`src/rtl/id_ex_operand_stage_pkg.sv`:
```
// Shared RV32 pipeline encodings: ALU operation codes, SrcA select and forwarding source.
package riscv_pkg;

  localparam logic [3:0] ALU_AND  = 4'b0000;
  localparam logic [3:0] ALU_XOR  = 4'b0001;
  localparam logic [3:0] ALU_OR   = 4'b0010;
  localparam logic [3:0] ALU_ADD  = 4'b0011;
  localparam logic [3:0] ALU_SUB  = 4'b0100;
  localparam logic [3:0] ALU_EQ   = 4'b0101;
  localparam logic [3:0] ALU_NE   = 4'b0110;
  localparam logic [3:0] ALU_LT   = 4'b0111;
  localparam logic [3:0] ALU_GE   = 4'b1000;
  localparam logic [3:0] ALU_SRL  = 4'b1001;
  localparam logic [3:0] ALU_SLL  = 4'b1010;
  localparam logic [3:0] ALU_SRA  = 4'b1011;
  localparam logic [3:0] ALU_TRUE = 4'b1111;

  // Encoding 3 is reserved and behaves like A_ZERO.
  typedef enum logic [1:0] {A_RS1 = 2'd0, A_PC = 2'd1, A_ZERO = 2'd2} a_sel_e;

  typedef enum logic [1:0] {FWD_NONE = 2'd0, FWD_WB = 2'd1, FWD_MEM = 2'd2} fwd_e;

endpackage

```
`src/rtl/id_ex_operand_stage_if.sv`:
```
// Bundle between the decode/hazard side and the ID/EX operand stage, including bypass sources.
interface id_ex_operand_stage_if #(
  parameter int DATA_WIDTH    = 32,
  parameter int REG_ADDR_W    = 5,
  parameter int OPCODE_LENGTH = 4
);
  logic                     stall;
  logic                     flush;
  logic                     id_valid;
  logic [REG_ADDR_W-1:0]    id_rs1;
  logic [REG_ADDR_W-1:0]    id_rs2;
  logic [REG_ADDR_W-1:0]    id_rd;
  logic [DATA_WIDTH-1:0]    id_rs1_data;
  logic [DATA_WIDTH-1:0]    id_rs2_data;
  logic [DATA_WIDTH-1:0]    id_imm;
  logic [DATA_WIDTH-1:0]    id_pc;
  logic [1:0]               id_a_sel;
  logic                     id_b_imm;
  logic [OPCODE_LENGTH-1:0] id_alu_op;
  logic                     id_reg_write;
  logic [REG_ADDR_W-1:0]    mem_rd;
  logic                     mem_reg_write;
  logic [DATA_WIDTH-1:0]    mem_result;
  logic [REG_ADDR_W-1:0]    wb_rd;
  logic                     wb_reg_write;
  logic [DATA_WIDTH-1:0]    wb_result;
  logic                     ex_valid;
  logic [DATA_WIDTH-1:0]    SrcA;
  logic [DATA_WIDTH-1:0]    SrcB;
  logic [OPCODE_LENGTH-1:0] Operation;
  logic [REG_ADDR_W-1:0]    ex_rd;
  logic                     ex_reg_write;
  logic [DATA_WIDTH-1:0]    ex_store_data;
  logic [1:0]               fwd_a;
  logic [1:0]               fwd_b;

  modport master (
    output stall, flush, id_valid, id_rs1, id_rs2, id_rd, id_rs1_data, id_rs2_data,
           id_imm, id_pc, id_a_sel, id_b_imm, id_alu_op, id_reg_write,
           mem_rd, mem_reg_write, mem_result, wb_rd, wb_reg_write, wb_result,
    input  ex_valid, SrcA, SrcB, Operation, ex_rd, ex_reg_write, ex_store_data, fwd_a, fwd_b
  );

  modport slave (
    input  stall, flush, id_valid, id_rs1, id_rs2, id_rd, id_rs1_data, id_rs2_data,
           id_imm, id_pc, id_a_sel, id_b_imm, id_alu_op, id_reg_write,
           mem_rd, mem_reg_write, mem_result, wb_rd, wb_reg_write, wb_result,
    output ex_valid, SrcA, SrcB, Operation, ex_rd, ex_reg_write, ex_store_data, fwd_a, fwd_b
  );
endinterface

```
`src/rtl/id_ex_operand_stage_fwd_mux.sv`:
```
// Bypass selector for one source register: MEM beats WB, x0 never bypasses.
module fwd_mux
  import riscv_pkg::*;
#(
  parameter int DATA_WIDTH = 32,
  parameter int REG_ADDR_W = 5
) (
  input  logic [REG_ADDR_W-1:0] rs_i,
  input  logic [DATA_WIDTH-1:0] rf_data_i,
  input  logic [REG_ADDR_W-1:0] mem_rd_i,
  input  logic                  mem_reg_write_i,
  input  logic [DATA_WIDTH-1:0] mem_result_i,
  input  logic [REG_ADDR_W-1:0] wb_rd_i,
  input  logic                  wb_reg_write_i,
  input  logic [DATA_WIDTH-1:0] wb_result_i,
  output logic [DATA_WIDTH-1:0] value_o,
  output fwd_e                  fwd_o
);
  logic mem_hit;
  logic wb_hit;

  assign mem_hit = mem_reg_write_i && (mem_rd_i != '0) && (mem_rd_i == rs_i);
  assign wb_hit  = wb_reg_write_i  && (wb_rd_i  != '0) && (wb_rd_i  == rs_i);

  always_comb begin
    value_o = rf_data_i;
    fwd_o   = FWD_NONE;
    if (mem_hit) begin
      value_o = mem_result_i;
      fwd_o   = FWD_MEM;
    end else if (wb_hit) begin
      value_o = wb_result_i;
      fwd_o   = FWD_WB;
    end
  end
endmodule

```
`src/rtl/id_ex_operand_stage.sv`:
```
// ID/EX pipeline register with stall/flush control; operands are re-bypassed every cycle
// from the held fields so a producer advancing during a stall is still observed.
module id_ex_operand_stage
  import riscv_pkg::*;
#(
  parameter int DATA_WIDTH    = 32,
  parameter int REG_ADDR_W    = 5,
  parameter int OPCODE_LENGTH = 4
) (
  input logic                  clk,
  input logic                  reset,
  id_ex_operand_stage_if.slave bus
);
  logic                     valid_q,     valid_d;
  logic [REG_ADDR_W-1:0]    rs1_q,       rs1_d;
  logic [REG_ADDR_W-1:0]    rs2_q,       rs2_d;
  logic [REG_ADDR_W-1:0]    rd_q,        rd_d;
  logic [DATA_WIDTH-1:0]    rs1_data_q,  rs1_data_d;
  logic [DATA_WIDTH-1:0]    rs2_data_q,  rs2_data_d;
  logic [DATA_WIDTH-1:0]    imm_q,       imm_d;
  logic [DATA_WIDTH-1:0]    pc_q,        pc_d;
  logic [1:0]               a_sel_q,     a_sel_d;
  logic                     b_imm_q,     b_imm_d;
  logic [OPCODE_LENGTH-1:0] alu_op_q,    alu_op_d;
  logic                     reg_write_q, reg_write_d;

  logic [DATA_WIDTH-1:0]    rs1_fwd;
  logic [DATA_WIDTH-1:0]    rs2_fwd;
  fwd_e                     fwd_a_sel;
  fwd_e                     fwd_b_sel;
  logic [DATA_WIDTH-1:0]    src_a;

  // Flush outranks stall; a bubble clears every field, data included.
  always_comb begin
    valid_d     = valid_q;
    rs1_d       = rs1_q;
    rs2_d       = rs2_q;
    rd_d        = rd_q;
    rs1_data_d  = rs1_data_q;
    rs2_data_d  = rs2_data_q;
    imm_d       = imm_q;
    pc_d        = pc_q;
    a_sel_d     = a_sel_q;
    b_imm_d     = b_imm_q;
    alu_op_d    = alu_op_q;
    reg_write_d = reg_write_q;
    if (bus.flush) begin
      valid_d     = 1'b0;
      rs1_d       = '0;
      rs2_d       = '0;
      rd_d        = '0;
      rs1_data_d  = '0;
      rs2_data_d  = '0;
      imm_d       = '0;
      pc_d        = '0;
      a_sel_d     = '0;
      b_imm_d     = 1'b0;
      alu_op_d    = '0;
      reg_write_d = 1'b0;
    end else if (!bus.stall) begin
      valid_d     = bus.id_valid;
      rs1_d       = bus.id_rs1;
      rs2_d       = bus.id_rs2;
      rd_d        = bus.id_rd;
      rs1_data_d  = bus.id_rs1_data;
      rs2_data_d  = bus.id_rs2_data;
      imm_d       = bus.id_imm;
      pc_d        = bus.id_pc;
      a_sel_d     = bus.id_a_sel;
      b_imm_d     = bus.id_b_imm;
      alu_op_d    = bus.id_alu_op;
      reg_write_d = bus.id_reg_write;
    end
  end

  always_ff @(posedge clk) begin
    if (reset) begin
      valid_q     <= 1'b0;
      rs1_q       <= '0;
      rs2_q       <= '0;
      rd_q        <= '0;
      rs1_data_q  <= '0;
      rs2_data_q  <= '0;
      imm_q       <= '0;
      pc_q        <= '0;
      a_sel_q     <= '0;
      b_imm_q     <= 1'b0;
      alu_op_q    <= '0;
      reg_write_q <= 1'b0;
    end else begin
      valid_q     <= valid_d;
      rs1_q       <= rs1_d;
      rs2_q       <= rs2_d;
      rd_q        <= rd_d;
      rs1_data_q  <= rs1_data_d;
      rs2_data_q  <= rs2_data_d;
      imm_q       <= imm_d;
      pc_q        <= pc_d;
      a_sel_q     <= a_sel_d;
      b_imm_q     <= b_imm_d;
      alu_op_q    <= alu_op_d;
      reg_write_q <= reg_write_d;
    end
  end

  fwd_mux #(.DATA_WIDTH(DATA_WIDTH), .REG_ADDR_W(REG_ADDR_W)) u_fwd_a (
    .rs_i(rs1_q), .rf_data_i(rs1_data_q),
    .mem_rd_i(bus.mem_rd), .mem_reg_write_i(bus.mem_reg_write), .mem_result_i(bus.mem_result),
    .wb_rd_i(bus.wb_rd), .wb_reg_write_i(bus.wb_reg_write), .wb_result_i(bus.wb_result),
    .value_o(rs1_fwd), .fwd_o(fwd_a_sel)
  );

  fwd_mux #(.DATA_WIDTH(DATA_WIDTH), .REG_ADDR_W(REG_ADDR_W)) u_fwd_b (
    .rs_i(rs2_q), .rf_data_i(rs2_data_q),
    .mem_rd_i(bus.mem_rd), .mem_reg_write_i(bus.mem_reg_write), .mem_result_i(bus.mem_result),
    .wb_rd_i(bus.wb_rd), .wb_reg_write_i(bus.wb_reg_write), .wb_result_i(bus.wb_result),
    .value_o(rs2_fwd), .fwd_o(fwd_b_sel)
  );

  always_comb begin
    src_a = '0;
    case (a_sel_q)
      A_RS1:   src_a = rs1_fwd;
      A_PC:    src_a = pc_q;
      default: src_a = '0;
    endcase
  end

  assign bus.ex_valid      = valid_q;
  assign bus.SrcA          = src_a;
  assign bus.SrcB          = b_imm_q ? imm_q : rs2_fwd;
  assign bus.Operation     = alu_op_q;
  assign bus.ex_rd         = rd_q;
  assign bus.ex_reg_write  = reg_write_q & valid_q;
  assign bus.ex_store_data = rs2_fwd;
  assign bus.fwd_a         = fwd_a_sel;
  assign bus.fwd_b         = fwd_b_sel;
endmodule

```
`src/flat_wrapper.sv`:
```
// flat-port wrapper written by rule: the top's interface ports become plain ports
module id_ex_operand_stage_flat import riscv_pkg::*;
#(
  parameter int DATA_WIDTH    = 32,
  parameter int REG_ADDR_W    = 5,
  parameter int OPCODE_LENGTH = 4
)
  (clk, reset, bus_stall, bus_flush, bus_id_valid, bus_id_rs1, bus_id_rs2, bus_id_rd, bus_id_rs1_data, bus_id_rs2_data, bus_id_imm, bus_id_pc, bus_id_a_sel, bus_id_b_imm, bus_id_alu_op, bus_id_reg_write, bus_mem_rd, bus_mem_reg_write, bus_mem_result, bus_wb_rd, bus_wb_reg_write, bus_wb_result, bus_ex_valid, bus_SrcA, bus_SrcB, bus_Operation, bus_ex_rd, bus_ex_reg_write, bus_ex_store_data, bus_fwd_a, bus_fwd_b);
  id_ex_operand_stage_if #(.DATA_WIDTH(DATA_WIDTH), .REG_ADDR_W(REG_ADDR_W), .OPCODE_LENGTH(OPCODE_LENGTH)) bus_i ();
  input logic clk;
  input logic reset;
  input wire logic [$bits(bus_i.stall)-1:0] bus_stall;
  input wire logic [$bits(bus_i.flush)-1:0] bus_flush;
  input wire logic [$bits(bus_i.id_valid)-1:0] bus_id_valid;
  input wire logic [$bits(bus_i.id_rs1)-1:0] bus_id_rs1;
  input wire logic [$bits(bus_i.id_rs2)-1:0] bus_id_rs2;
  input wire logic [$bits(bus_i.id_rd)-1:0] bus_id_rd;
  input wire logic [$bits(bus_i.id_rs1_data)-1:0] bus_id_rs1_data;
  input wire logic [$bits(bus_i.id_rs2_data)-1:0] bus_id_rs2_data;
  input wire logic [$bits(bus_i.id_imm)-1:0] bus_id_imm;
  input wire logic [$bits(bus_i.id_pc)-1:0] bus_id_pc;
  input wire logic [$bits(bus_i.id_a_sel)-1:0] bus_id_a_sel;
  input wire logic [$bits(bus_i.id_b_imm)-1:0] bus_id_b_imm;
  input wire logic [$bits(bus_i.id_alu_op)-1:0] bus_id_alu_op;
  input wire logic [$bits(bus_i.id_reg_write)-1:0] bus_id_reg_write;
  input wire logic [$bits(bus_i.mem_rd)-1:0] bus_mem_rd;
  input wire logic [$bits(bus_i.mem_reg_write)-1:0] bus_mem_reg_write;
  input wire logic [$bits(bus_i.mem_result)-1:0] bus_mem_result;
  input wire logic [$bits(bus_i.wb_rd)-1:0] bus_wb_rd;
  input wire logic [$bits(bus_i.wb_reg_write)-1:0] bus_wb_reg_write;
  input wire logic [$bits(bus_i.wb_result)-1:0] bus_wb_result;
  output wire logic [$bits(bus_i.ex_valid)-1:0] bus_ex_valid;
  output wire logic [$bits(bus_i.SrcA)-1:0] bus_SrcA;
  output wire logic [$bits(bus_i.SrcB)-1:0] bus_SrcB;
  output wire logic [$bits(bus_i.Operation)-1:0] bus_Operation;
  output wire logic [$bits(bus_i.ex_rd)-1:0] bus_ex_rd;
  output wire logic [$bits(bus_i.ex_reg_write)-1:0] bus_ex_reg_write;
  output wire logic [$bits(bus_i.ex_store_data)-1:0] bus_ex_store_data;
  output wire logic [$bits(bus_i.fwd_a)-1:0] bus_fwd_a;
  output wire logic [$bits(bus_i.fwd_b)-1:0] bus_fwd_b;
  assign bus_i.stall = bus_stall;
  assign bus_i.flush = bus_flush;
  assign bus_i.id_valid = bus_id_valid;
  assign bus_i.id_rs1 = bus_id_rs1;
  assign bus_i.id_rs2 = bus_id_rs2;
  assign bus_i.id_rd = bus_id_rd;
  assign bus_i.id_rs1_data = bus_id_rs1_data;
  assign bus_i.id_rs2_data = bus_id_rs2_data;
  assign bus_i.id_imm = bus_id_imm;
  assign bus_i.id_pc = bus_id_pc;
  assign bus_i.id_a_sel = bus_id_a_sel;
  assign bus_i.id_b_imm = bus_id_b_imm;
  assign bus_i.id_alu_op = bus_id_alu_op;
  assign bus_i.id_reg_write = bus_id_reg_write;
  assign bus_i.mem_rd = bus_mem_rd;
  assign bus_i.mem_reg_write = bus_mem_reg_write;
  assign bus_i.mem_result = bus_mem_result;
  assign bus_i.wb_rd = bus_wb_rd;
  assign bus_i.wb_reg_write = bus_wb_reg_write;
  assign bus_i.wb_result = bus_wb_result;
  assign bus_ex_valid = bus_i.ex_valid;
  assign bus_SrcA = bus_i.SrcA;
  assign bus_SrcB = bus_i.SrcB;
  assign bus_Operation = bus_i.Operation;
  assign bus_ex_rd = bus_i.ex_rd;
  assign bus_ex_reg_write = bus_i.ex_reg_write;
  assign bus_ex_store_data = bus_i.ex_store_data;
  assign bus_fwd_a = bus_i.fwd_a;
  assign bus_fwd_b = bus_i.fwd_b;
  id_ex_operand_stage #(.DATA_WIDTH(DATA_WIDTH), .REG_ADDR_W(REG_ADDR_W), .OPCODE_LENGTH(OPCODE_LENGTH)) u_core (.clk(clk), .reset(reset), .bus(bus_i));
endmodule
```
`config.mk`:
```
export PLATFORM = sky130hd
export DESIGN_NAME = id_ex_operand_stage_flat
export DESIGN_NICKNAME = d
export VERILOG_FILES = /design/src/rtl/id_ex_operand_stage_pkg.sv /design/src/rtl/id_ex_operand_stage_if.sv /design/src/rtl/id_ex_operand_stage_fwd_mux.sv /design/src/rtl/id_ex_operand_stage.sv /design/src/flat_wrapper.sv
export SDC_FILE = /design/constraint.sdc
export NUM_CORES = 1
export LEC_CHECK = 0
export BUFFER_PORTS_ARGS = -buffer_cell sky130_fd_sc_hd__buf_2
export CAP_MARGIN = 40
export CORE_ASPECT_RATIO = 0.5
export CORE_UTILIZATION = 43
export CTS_CLUSTER_DIAMETER = 50
export CTS_CLUSTER_SIZE = 8
export DETAILED_ROUTE_END_ITERATION = 8
export GPL_ROUTABILITY_DRIVEN = 0
export PLACE_DENSITY = 0.77
export SYNTH_ARGS = -nofsm -noshare
export SYNTH_HDL_FRONTEND = slang
export SYNTH_SLANG_ARGS = --single-unit
```
`constraint.sdc`:
```
create_clock -name clk -period 1.76 [get_ports clk]
set_input_delay 0.088 -clock clk [delete_from_list [all_inputs] [get_ports clk]]
set_output_delay 0.088 -clock clk [all_outputs]
set_load 0.05 [all_outputs]
```
==> results of run 1 <==
layer usage:
metal	track usage	overflow
met1	0.8493	0
met3	0.7660	0
met5	0.6566	0
met4	0.7341	0
met2	0.9167	1
cells by family after synthesis:
group                  Yosys count  synth area share
XOR/XNOR                        18           0.02015
flip-flops                     152            0.3889
AND/OR/NAND/NOR                271            0.1513
AO/OA/AOI/OAI                  101           0.09707
multiplexers                   216            0.2815
buffers and inverters          117           0.06109
through the flow:
step	hold slack (ns)	std cells	setup WS (ns)
after detailed placement	0.3239	1452	-0.4777
after floorplan	0.2318	875	-0.3207
after global placement	0.3155	1452	-0.4260
after CTS	0.1733	1655	-0.6892
repair_timing:
item,CTS
gates cloned,6
buffers inserted,13
hold endpoints to repair,152
resized for setup,272
hold buffers,152
endpoints found under the setup margin,100
pin swaps,51
==> metrics.md, run 1 <==
| Metric | Value |
|---|---|
| Top cells by count, synth | mux2i_1 (184), nor2_1 (153), dfxtp_1 (152) |
| Post-synthesis net count | around 1,100 |
| Synth top area cells | dfxtp_1 (39%), mux2i_1 (24%), nor2_1 (7.3%), mux2_2 (4.5%), o221ai_1 (3.6%) |
| H-Tree Depth | 4 |
| Syn avg cell area | approximately 9 um^2 |
| Fail Step | global routing (5_1_grt) |
| Largest net degree at the start of global routing | 91 |
| First Error | [ERROR GRT-0232] Routing congestion too high. Check the congestion heatmap in the GUI. |
| Cell with the most instances after synthesis | mux2i_1 |
| Synth cell types | 34 |
| Mapped Cells | 875 |
| Status | stopped before the end |
| Clock root buffer master | clkbuf_16 |
| Antenna violations before repair | 16 |
| Site Rows | 34 |
| Max clock buf depth | 2 |
| Post-synth top flop | dfxtp_1 |
| Post-synth ARST share | 0 |
| DP Wirelength | approximately 22,000 um |
| Initial core utilization | 0.4453 |
| Sequential share of the synthesized area | 0.3889 |
| Gr ovfl total | 1 |
| Post-Syn Area | 0.007824 mm^2 |
| # clock sinks | between 150 and 200 |
| DP Area | 0.01236 mm^2 |
| TritonCTS Buffers | 17 |
| Yosys top cell area share | 0.3889 |
| Die width | between 150 and 200 um |
| Yosys warnings | 0 |
| EDFF count, synth | 0 |
| # port buffers | around 340 |
| IO Pins | 343 |
| DIE HEIGHT | about 97 um |
| #FFs+latches synth | between 150 and 200 |
| Worst EP post-GRT repair | bus_SrcB[19] |
| Yosys top cell by area | dfxtp_1 |
| Total track usage | 0.8301 |
| WEP type | output port |
==> inputs of run 2 (changes only) <==
--- a/config.mk
+++ b/config.mk
@@ -7,13 +7,10 @@
 export LEC_CHECK = 0
 export BUFFER_PORTS_ARGS = -buffer_cell sky130_fd_sc_hd__buf_2
 export CAP_MARGIN = 40
-export CORE_ASPECT_RATIO = 0.5
-export CORE_UTILIZATION = 43
-export CTS_CLUSTER_DIAMETER = 50
-export CTS_CLUSTER_SIZE = 8
+export CORE_UTILIZATION = 40
 export DETAILED_ROUTE_END_ITERATION = 8
 export GPL_ROUTABILITY_DRIVEN = 0
-export PLACE_DENSITY = 0.77
+export PLACE_DENSITY_LB_ADDON = 0.15
 export SYNTH_ARGS = -nofsm -noshare
 export SYNTH_HDL_FRONTEND = slang
 export SYNTH_SLANG_ARGS = --single-unit
==> constraint.sdc (replaced) <==
create_clock -name clk -period 2.3 [get_ports clk]
set_input_delay 0.115 -clock clk [delete_from_list [all_inputs] [get_ports clk]]
set_output_delay 0.115 -clock clk [all_outputs]
set_load 0.05 [all_outputs]
==> metrics.md, run 2 <==
| Metric | Value |
|---|---|
| Total via count in the routed design | 9,378 |
| Detailed-router iteration count before antenna repair | 7 |
| Yosys top cell area share | 0.3889 (unchanged) |
| WP data arrival | approximately 2.5 ns |
| Die width | 141.9 um (-26%) |
| Final Instance Area | around 0.016 mm^2 |
| Worst r2r src | u_core.b_imm_q |
| Area grow syn2layout | 98.21% |
| #FFs+latches synth | 152 (unchanged) |
| P_int | 0.005436 W |
| Post-synthesis net count | 1,107 (unchanged) |
| Seq pwr share | 0.352 |
| H-Tree Depth | 4 (unchanged) |
| Antenna violations before repair | 1 |
| Clk pwr share | 0.364 |
| Yosys top cell by area | dfxtp_1 |
| Final Power | 0.007945 W |
| Synth cell types | 34 (unchanged) |
| WL final | roughly 38,000 um |
| Final Max Slew Viols | 0 |
| Largest net degree at the start of global routing | 78 |
| Reg2Reg Depth | 2 |
| WS Path Type | flip-flop to output pin |
| Clock root buffer master | clkbuf_16 |
| Worst hold path type | input pin to flip-flop |
| Hold Startpoint | bus_stall |
| DRC viols | 0 |
| Data required, critical path | roughly 2.2 ns |
| Max_cap viols | 0 |
| Min Hold Slack | 0.2758 ns |
| Cell with the most instances after synthesis | mux2i_1 |
| Max VDD drop | around 0.00056 V |
| Crit-path cells | buf_6 -> xnor2_2 -> nand4_1 -> or2_4 -> buf_12 -> a31oi_4 -> mux2_2 -> buf_2 |
| Beginning of the critical path | u_core.rs2_q[4] |
| Most frequent cells in the layout | buf_2 (245), mux2i_1 (160), nor2_1 (153) |
| Avg WL per Cell | 22.38 um |
| # clock sinks | 152 (unchanged) |
| Min Tclk post-route | ~2.6 ns |
| Top cells by count, synth | mux2i_1 (184), nor2_1 (153), dfxtp_1 (152) |
| Status | finished with violations |
| CTS tree | done |
| Period utilization | 1.116 |
| DRT iter0 DRCs | between 500 and 600 |
| Setup repair after global routing missed its margin | true |
| Initial core utilization | 0.4127 (-0.03257) |
| Routed Antenna Nets | 0 |
| Sequential share of the synthesized area | 0.3889 (unchanged) |
| Worst Max-Slew Pin Slew | approximately 0.54 ns |
| DIE HEIGHT | 141.9 um (+46%) |
| Final setup margin | -0.2670 ns |
| DP Area | 0.01080 mm^2 (-13%) |
| Switching pwr | about 0.0025 W |
| R2R Setup Slk | roughly 1.3 ns |
| Clock skew | 0 ns |
| Max Fclk | 389.6 MHz |
| Hold Crit Depth | 3 |
| Combinational fraction of design power | 0.285 |
| Crit start category | flip-flop |
| Total track usage | 0.3406 |
| # port buffers | 342 (unchanged) |
| Slew HR | 0.6415 |
| Finish-stage setup viols | 87 |
| Skew-Pair Late Insertion Delay | 0.43 ns |
| Post-synth top flop | dfxtp_1 |
| DP Wirelength | 20,160 um (-9.7%) |
| Layout cells sized above 1 | 0.4898 |
| Clk slew on worst S/H paths | approximately 0.070 ns |
| First-pass GRT wire length | ~52,000 um |
| Switching Fraction | 0.3157 |
| Vias in the first global route | 9,575 |
| Final nets | about 1,600 |
| Slowest CP cell | or2_4 |
| Full die area | just over 0.02 mm^2 |
| Post-synth ARST share | 0 (unchanged) |
| Core ar. | 0.01896 mm^2 |
| Worst Path Max Fanout | 6 |
| Synth top area cells | dfxtp_1 (39%), mux2i_1 (24%), nor2_1 (7.3%), mux2_2 (4.5%), o221ai_1 (3.6%) |
| Violated checks | setup timing |
| Lkg Pwr | between 6 and 7 nW |
| Most common cell after layout, fill and taps aside | buf_2 |
| Mapped Cells | 875 (unchanged) |
| Max clock buf depth | 2 (unchanged) |
| Worst R2R End | u_core.b_imm_q |
| Site Rows | 50 (+47%) |
| Yosys warnings | 0 (unchanged) |
| Gr ovfl total | 0 |
| CP max stage delay | 0.41 ns |
| Pwr/cell area | between 500 and 600 mW/mm^2 |
| Vias per cell | between 5 and 6 |
| IO Pins | 343 (unchanged) |
| Post-Syn Area | 0.007824 mm^2 (unchanged) |
| Setup tns final | -11.08 ns |
| Final hold vios | 0 |
| Syn avg cell area | 8.941 um^2 (unchanged) |
| EDFF count, synth | 0 (unchanged) |
| CP Capture Type | output pin |
| TritonCTS Buffers | 17 (unchanged) |
| Hold Path End | u_core.imm_q[20] |
run 2: cell families after synthesis:
logic type	count (synthesis)	share of synthesized area
and+or+nand+nor	271	0.1513
buffers and inverters	117	0.06109
AOI/OAI and AO/OA	101	0.09707
xor gates and xnor gates	18	0.02015
muxes	216	0.2815
DFF	152	0.3889
run 2: routing by layer:
| metal | wire length [um] | part of all wire | track usage |
|---|---|---|---|
| met1 | 14310 | 0.38 | 0.3904 |
| met3 | 2818 | 0.075 | 0.08505 |
| met5 | 0 | 0 | 0 |
| met2 | 19100 | 0.51 | 0.5937 |
| met4 | 1490 | 0.040 | 0.1590 |
run 2: repair_timing:
item                                    in CTS  in global routing
cloned                                      10                  4
endpoints found under the hold margin      152                  0
setup buffers                               23                 18
endpoints found under the setup margin      98                 99
hold buffers                               152                  0
resized for setup                          334                130
pin swaps                                   45                 29
run 2: how the worst max path moves through the flow:
stage / endpoint / slack, ns
after floorplan: bus_SrcB[0] / -0.19
after global placement: bus_fwd_b[0] / 0.04
final: bus_SrcB[23] / -0.27
after CTS: bus_SrcB[10] / -0.24
after global routing: bus_SrcB[23] / -0.34
after detailed placement: bus_SrcA[28] / -0.007
run 2: area by class of cell:
cell class | instances | area (um^2)
Antenna cell | 2 | 5.005
Timing Repair Buffer | 600 | 5380
Clock inverter | 12 | 140.1
Fill cell | 1038 | 3448
Clock buffer | 20 | 456.7
Sequential cell | 152 | 3058
Tap cell | 260 | 325.3
Inverter | 33 | 126.4
Multi-Input combinational cell | 606 | 6016
run 2: power by group through the flow:
stage / Clock, W / Sequential (W) / Combinational (W)
finish: 0.00289 / 0.00280 / 0.00226
global route: 0.00303 / 0.00280 / 0.00234
CTS: 0.00290 / 0.00278 / 0.00204
detailed placement: 0 / 0.00283 / 0.00149
global placement: 0 / 0.00283 / 0.00148
floorplan: 0 / 0.00283 / 0.000922
run 2: worst max-delay path: cells and delay by family, from the launching register on:
kind	cells	cell delay (ns)
buf+inv	3	0.56
flops	1	0.32
xor+xnor	1	0.14
compound gates	1	0.18
simple gates	2	0.62
mux	1	0.19
run 2: through the flow:
stage,cells,setup slack [ns],util
floorplan,875,-0.1941,-
global placement,1449,0.04206,0.5696
detailed placement,1449,-0.006748,0.5696
CTS,1666,-0.2351,0.7760
global route,1684,-0.3377,0.8180
finish,1685,-0.2670,0.8181
(Power assumes the default switching activity.)
==> inputs of run 3 (changes only) <==
--- a/config.mk
+++ b/config.mk
@@ -6,7 +6,6 @@
 export NUM_CORES = 1
 export LEC_CHECK = 0
 export BUFFER_PORTS_ARGS = -buffer_cell sky130_fd_sc_hd__buf_2
-export CAP_MARGIN = 40
 export CORE_UTILIZATION = 40
 export DETAILED_ROUTE_END_ITERATION = 8
 export GPL_ROUTABILITY_DRIVEN = 0
==> constraint.sdc (replaced) <==
create_clock -name clk -period 2.19 [get_ports clk]
set_input_delay 0.1095 -clock clk [delete_from_list [all_inputs] [get_ports clk]]
set_output_delay 0.1095 -clock clk [all_outputs]
set_load 0.05 [all_outputs]
==> metrics.md, run 3 (synthesis gave the netlist of run 2 again) <==
| Metric | Value |
|---|---|
| Status | finished with violations |
| Violated checks | setup timing |
| Min Tclk post-route | 2.519 ns |
| Avg WL per Cell | 23.35 um (+4.3%) |
| CTS tree | done |
| CP Capture Type | output pin |
| End-of-flow core utilization | 0.8316 (+0.01353) |
| Min Hold Slack | 0.2507 ns (-0.02514 ns) |
| Die width | 141.9 um (unchanged) |
| Final setup margin | -0.3292 ns (-0.06220 ns) |
| Max VDD drop | 0.0005377 V (-3.8%) |
| DRC viols | 0 (unchanged) |
| Layout cells sized above 1 | 0.4843 (-0.005525) |
| Lkg Pwr | 6.655 nW (+0.51%) |
| Initial core utilization | 0.4127 (unchanged) |
| Worst r2r src | u_core.b_imm_q |
| Vias per cell | 5.732 (+3.0%) |
| WL final | 38,860 um (+3.0%) |
| Worst Max-Slew Pin Slew | 0.5127 ns (-0.02504 ns) |
| Reg2Reg Depth | 3 (+1) |
| Pwr/cell area | 536.6 mW/mm^2 (+4.7%) |
| Slowest CP cell | dfxtp_2 |
| Max clock buf depth | 2 (unchanged) |
| Total track usage | 0.3465 (+0.005922) |
| Detailed-router iteration count before antenna repair | 5 (-2) |
| Most frequent cells in the layout | buf_2 (242), mux2i_1 (160), nor2_1 (153) |
| H-Tree Depth | 4 (unchanged) |
| IO Pins | 343 (unchanged) |
| # port buffers | 342 (unchanged) |
| Gr ovfl total | 0 (unchanged) |
| Hold Path End | u_core.rs1_data_q[30] |
| Full die area | 0.02012 mm^2 (unchanged) |
| Final Power | 0.008459 W (+6.5%) |
| Worst Path Max Fanout | 5 (-1) |
| Most common cell after layout, fill and taps aside | buf_2 |
| Worst R2R End | u_core.b_imm_q |
| WP data arrival | 2.41 ns (-0.04 ns) |
| Routed Antenna Nets | 0 (unchanged) |
| Largest net degree at the start of global routing | 68 (-13%) |
| Final hold vios | 0 (unchanged) |
| Final Max Slew Viols | 0 (unchanged) |
| First-pass GRT wire length | 52,910 um (+1.5%) |
| Final nets | 1,619 (-1.4%) |
| Max_cap viols | 0 (unchanged) |
| WS Path Type | flip-flop to output pin |
| Hold Crit Depth | 3 (unchanged) |
| Worst hold path type | input pin to flip-flop |
| Crit-path cells | buf_6 -> xor2_2 -> nor3_2 -> and4_4 -> buf_12 -> buf_16 -> mux2i_4 -> o221ai_4 -> buf_6 |
| Clock root buffer master | clkbuf_16 |
| Hold Startpoint | bus_stall |
| DP Wirelength | 21,160 um (+4.9%) |
| Setup repair after global routing missed its margin | true |
| DIE HEIGHT | 141.9 um (unchanged) |
| Total via count in the routed design | 9,538 (+1.7%) |
| Skew-Pair Late Insertion Delay | 0.42 ns (about the same) |
| Max Fclk | ~400 MHz |
| R2R Setup Slk | 1.14 ns (-0.17 ns) |
| # clock sinks | 152 (unchanged) |
| Site Rows | 50 (unchanged) |
| DP Worst Slack | -0.1229 ns (-0.1161 ns) |
| Slew HR | 0.6582 (+0.01669) |
| Top Family by Delay on Critical Path | buffers and inverters |
| Cell mode on critical path | buf_6 |
| Vias in the first global route | 9,691 (+1.2%) |
| Period utilization | 1.150 |
| Crit start category | flip-flop |
| Data required, critical path | 2.08 ns (-0.10 ns) |
| CP max stage delay | 0.34 ns (-0.07 ns) |
| Crit path buffers/inverters | 4 (+1) |
| Core ar. | 0.01896 mm^2 (unchanged) |
| Fillers | 978 (-5.8%) |
| Finish-stage setup viols | 98 (+13%) |
| Antenna violations before repair | 5 (+4) |
| DRT iter0 DRCs | 586 (+3.0%) |
| Clock skew | 0 ns (unchanged) |
| Area grow syn2layout | 101.5% |
| TritonCTS Buffers | 17 (unchanged) |
| Clk slew on worst S/H paths | 0.07 ns (about the same) |
[run 3: power by group]
part / switching, W / internal, W
logic: 0.00131 / 0.00108
clock network: 0.00139 / 0.00173
registers: 0.0000814 / 0.00286
total: 0.00279 / 0.00567
[run 3: tightest hold or removal path, cell delays in order]
cell and delay, ns:
clkbuf_8 0.27, mux2i_1 0.19, nor2_1 0.07
[run 3: how the worst max path moves through the flow]
stage                     from           end  cells past startpoint
2_1_floorplan  u_core.rs2_q[0]   bus_SrcB[0]                      6
3_5_place_dp     bus_mem_rd[0]   bus_SrcB[0]                      9
4_1_cts        u_core.rs2_q[4]  bus_SrcB[12]                      7
6_report       u_core.rs1_q[1]  bus_SrcA[27]                      9
3_3_place_gp     bus_mem_rd[0]   bus_SrcB[0]                      9
5_1_grt        u_core.rs2_q[4]  bus_SrcB[30]                      8
[run 3: final cells by class]
type                    instances  area [um^2]  share of cell area
multi-input cells             606         6385              0.4050
repair buffers                577         5259              0.3336
diodes                          4        10.01           0.0006350
clock inverters                15        178.9             0.01135
inverters                      33        123.9            0.007858
well taps                     260        325.3             0.02064
clock buffers                  17        425.4             0.02699
flip-flops and latches        152         3057              0.1939
[run 3: repair_timing]
item                                    4_1_cts  5_1_grt
gates cloned                                  4        5
pin swaps                                    41       35
endpoints found under the setup margin       99       99
hold endpoints to repair                    152        0
gates resized for setup                     344      119
setup buffers                                 5       17
hold buffers                                152        0
[run 3: routing by layer]
layer  track usage  wire length, um  vias up  share of wire
met5             0               13        -        0.00033
met4        0.1896             2347        2          0.060
met3       0.09011             3161      184          0.081
met2        0.6082            19250      627           0.50
met1        0.3813            14090     4562           0.36
li1              -                -     4163              -
[run 3: per-stage QoR]
| stage | TNS (ns) | area, um^2 | cells |
|---|---|---|---|
| 3_5_place_dp | -3.292 | 11080 | 1447 |
| 5_1_grt | -28.79 | 15760 | 1664 |
| 3_3_place_gp | -2.382 | 11080 | 1447 |
| 6_report | -21.44 | 15760 | 1664 |
| 2_1_floorplan | -2.220 | 8647 | 875 |
| 4_1_cts | -17.65 | 14790 | 1638 |
==> inputs of run 4 (changes only) <==
--- a/config.mk
+++ b/config.mk
@@ -13,3 +13,4 @@
 export SYNTH_ARGS = -nofsm -noshare
 export SYNTH_HDL_FRONTEND = slang
 export SYNTH_SLANG_ARGS = --single-unit
+export TNS_END_PERCENT = 5
==> metrics.md, run 4 (synthesis gave the netlist of run 2 again) <==
| Metric | Value |
|---|---|
| Status | finished with violations |
| Most common cell after layout, fill and taps aside | buf_2 |
| Detailed-router iteration count before antenna repair | 7 (+2) |
| Final setup margin | -0.3456 ns (-0.01644 ns) |
| Layout cells sized above 1 | 0.4282 (-0.05613) |
| Core ar. | 0.01896 mm^2 (unchanged) |
| Min Tclk post-route | 2.536 ns (+0.01644 ns) |
| Worst Path Max Fanout | 8 (+3) |
| # clock sinks | 152 (unchanged) |
| Most frequent cells in the layout | buf_2 (241), mux2i_1 (178), nor2_1 (153) |
| CTS tree | done |
| Antenna violations before repair | 0 (-5) |
| Switching pwr | 0.002416 W (-13%) |
| Crit path buffers/inverters | 4 (unchanged) |
| Final Max Slew Viols | 0 (unchanged) |
| TritonCTS Buffers | 17 (unchanged) |
| Worst Max-Slew Pin Slew | 0.5141 ns (+0.001441 ns) |
| Slowest CP cell | dfxtp_2 |
| Vias per cell | 5.477 (-4.4%) |
| DP Wirelength | 20,350 um (-3.8%) |
| Switching Fraction | 0.2933 (-0.03594) |
| Finish-stage setup viols | 97 (-1.0%) |
| Worst r2r src | u_core.rs1_q[1] |
| Fillers | 1,318 (+35%) |
| Initial core utilization | 0.4127 (unchanged) |
| Final Instance Count excl. Fillers | 1,646 (-1.1%) |
| Die width | 141.9 um (unchanged) |
| Cell count along the critical path | 9 (unchanged) |
| Period utilization | 1.158 (+0.007506) |
| P_int | 0.005819 W (+2.6%) |
| Hold Startpoint | bus_stall |
| Footprint of the multi-input gates | 0.005185 mm^2 (-19%) |
| Reg2Reg Depth | 4 (+1) |
| Hold Path End | u_core.pc_q[30] |
| Final nets | 1,606 (-0.80%) |
| Skew-Pair Late Insertion Delay | 0.42 ns (about the same) |
| Avg WL per Cell | 20.32 um (-13%) |
| Clk pwr share | 0.397 (+0.028) |
| Clock skew | 0 ns (unchanged) |
| Full die area | 0.02012 mm^2 (unchanged) |
| Gr ovfl total | 0 (unchanged) |
| DP Cell Count | 1,444 (-0.21%) |
| Pwr/cell area | 590.7 mW/mm^2 (+10%) |
| Combinational fraction of design power | 0.249 (-0.035) |
| Crit-path cells | xnor2_2 -> o2111ai_2 -> nor4_4 -> buf_4 -> nand2_4 -> buf_12 -> buf_4 -> o221ai_2 -> buf_6 |
| Crit start category | flip-flop |
| IO Pins | 343 (unchanged) |
| Site Rows | 50 (unchanged) |
| Top Family by Delay on Critical Path | buffers and inverters |
| Worst hold path type | input pin to flip-flop |
| CP max stage delay | 0.34 ns (about the same) |
| H-Tree Depth | 4 (unchanged) |
| Max VDD drop | 0.0005143 V (-4.4%) |
| WS Path Type | flip-flop to output pin |
| Max Fclk | 394.4 MHz (-0.65%) |
| Setup repair after global routing missed its margin | true |
| WP data arrival | 2.43 ns (+0.02 ns) |
| DRT iter0 DRCs | 629 (+7.3%) |
| Total track usage | 0.3126 (-0.03393) |
| Clk slew on worst S/H paths | 0.06 ns (about the same) |
| Worst R2R End | u_core.rs1_q[1] |
| CP Capture Type | output pin |
| DIE HEIGHT | 141.9 um (unchanged) |
| Vias in the first global route | 9,097 (-6.1%) |
| Cell mode on critical path | buf_4 |
| DP Worst Slack | -0.06625 ns (+0.05662 ns) |
| Reg area | 0.003053 mm^2 (-0.12%) |
| Total via count in the routed design | 9,015 (-5.5%) |
| WL final | 33,440 um (-14%) |
| End-of-flow core utilization | 0.7354 (-0.09617) |
| DRC viols | 0 (unchanged) |
| Area grow syn2layout | 78.19% |
| Hold Crit Depth | 3 (unchanged) |
| Max_cap viols | 0 (unchanged) |
| Setup tns final | -17.92 ns (+3.524 ns) |
| Final hold vios | 0 (unchanged) |
| Largest net degree at the start of global routing | 80 (+18%) |
| Seq pwr share | 0.355 (+0.008) |
| Clock root buffer master | clkbuf_16 |
| R2R Setup Slk | 1.30 ns (+0.16 ns) |
| Final Power | 0.008235 W (-2.7%) |
| # port buffers | 342 (unchanged) |
| Data required, critical path | 2.08 ns (about the same) |
| Violated checks | setup timing |
| Lkg Pwr | 6.164 nW (-7.4%) |
| Routed Antenna Nets | 0 (unchanged) |
| First-pass GRT wire length | 48,240 um (-8.8%) |
| Max clock buf depth | 2 (unchanged) |
| Slew HR | 0.6572 (-0.0009610) |
[run 4: cell types whose count changed in the layout (fill, tap and decap cells not counted), moves of 16 or more]
cell | before | now
mux2_2 | 4 | 25
o31ai_4 | 32 | 10
o31ai_2 | 0 | 19
buf_8 | 40 | 9
nor3_4 | 18 | 0
mux2i_4 | 20 | 4
buf_4 | 28 | 86
mux2i_1 | 160 | 178
nor3_1 | 0 | 22
a31oi_4 | 32 | 9
mux2_4 | 28 | 7
o221ai_1 | 0 | 23
buf_6 | 74 | 47
a31oi_2 | 0 | 22
[run 4: repair_timing]
item,CTS,global route
resized for setup,140,151
pin swaps,29,37
hold buffers,152,0
cloned,2,5
setup buffers,5,9
endpoints found under the hold margin,152,0
setup endpoints to repair,99,100
[run 4: tightest hold or removal path, cell delays in order]
cell and delay, ns:
clkbuf_8 0.31, mux2i_1 0.19, nor2_1 0.07
[run 4: cell type report]
cell class	count	share of cell area
antenna	1	0.0001795
clock buffer	19	0.03177
clock inverter	11	0.01409
inverter	33	0.008885
multi-input combinational	606	0.3719
sequential	152	0.2190
tap	260	0.02334
timing repair buffer	564	0.3308
[run 4: power by group through the flow]
stage | logic [W] | clock network [W] | registers (W)
after floorplan | 0.000920 | 0 | 0.00297
after detailed placement | 0.00152 | 0 | 0.00297
after global routing | 0.00214 | 0.00342 | 0.00293
after global placement | 0.00151 | 0 | 0.00297
after CTS | 0.00184 | 0.00330 | 0.00291
final | 0.00205 | 0.00327 | 0.00292
[run 4: worst max path at each step]
stage | from | endpoint | slack (ns)
3_3_place_gp | bus_mem_rd[0] | bus_SrcA[12] | -0.03
5_1_grt | u_core.rs1_q[2] | bus_SrcA[2] | -0.42
4_1_cts | u_core.rs2_q[4] | bus_SrcB[1] | -0.32
6_report | u_core.rs1_q[2] | bus_SrcA[3] | -0.35
3_5_place_dp | bus_mem_rd[3] | bus_SrcA[12] | -0.07
2_1_floorplan | u_core.rs2_q[0] | bus_SrcB[0] | -0.30
[run 4: per-stage QoR]
| stage | instance area [um^2] | hold slack, ns |
|---|---|---|
| finish | 13940 | 0.3009 |
| global route | 13940 | 0.3206 |
| CTS | 13080 | 0.3006 |
| detailed placement | 10370 | 0.3458 |
| global placement | 10370 | 0.3373 |
| floorplan | 8053 | 0.2534 |
[run 4: metal layers]
layer / GRT usage / routed length [um] / vias to the layer above
li1: - / - / 4117
met1: 0.3697 / 13380 / 4333
met2: 0.5455 / 16640 / 480
met3: 0.07222 / 2574 / 85
met4: 0.1234 / 848 / 0
met5: 0 / 0 / -
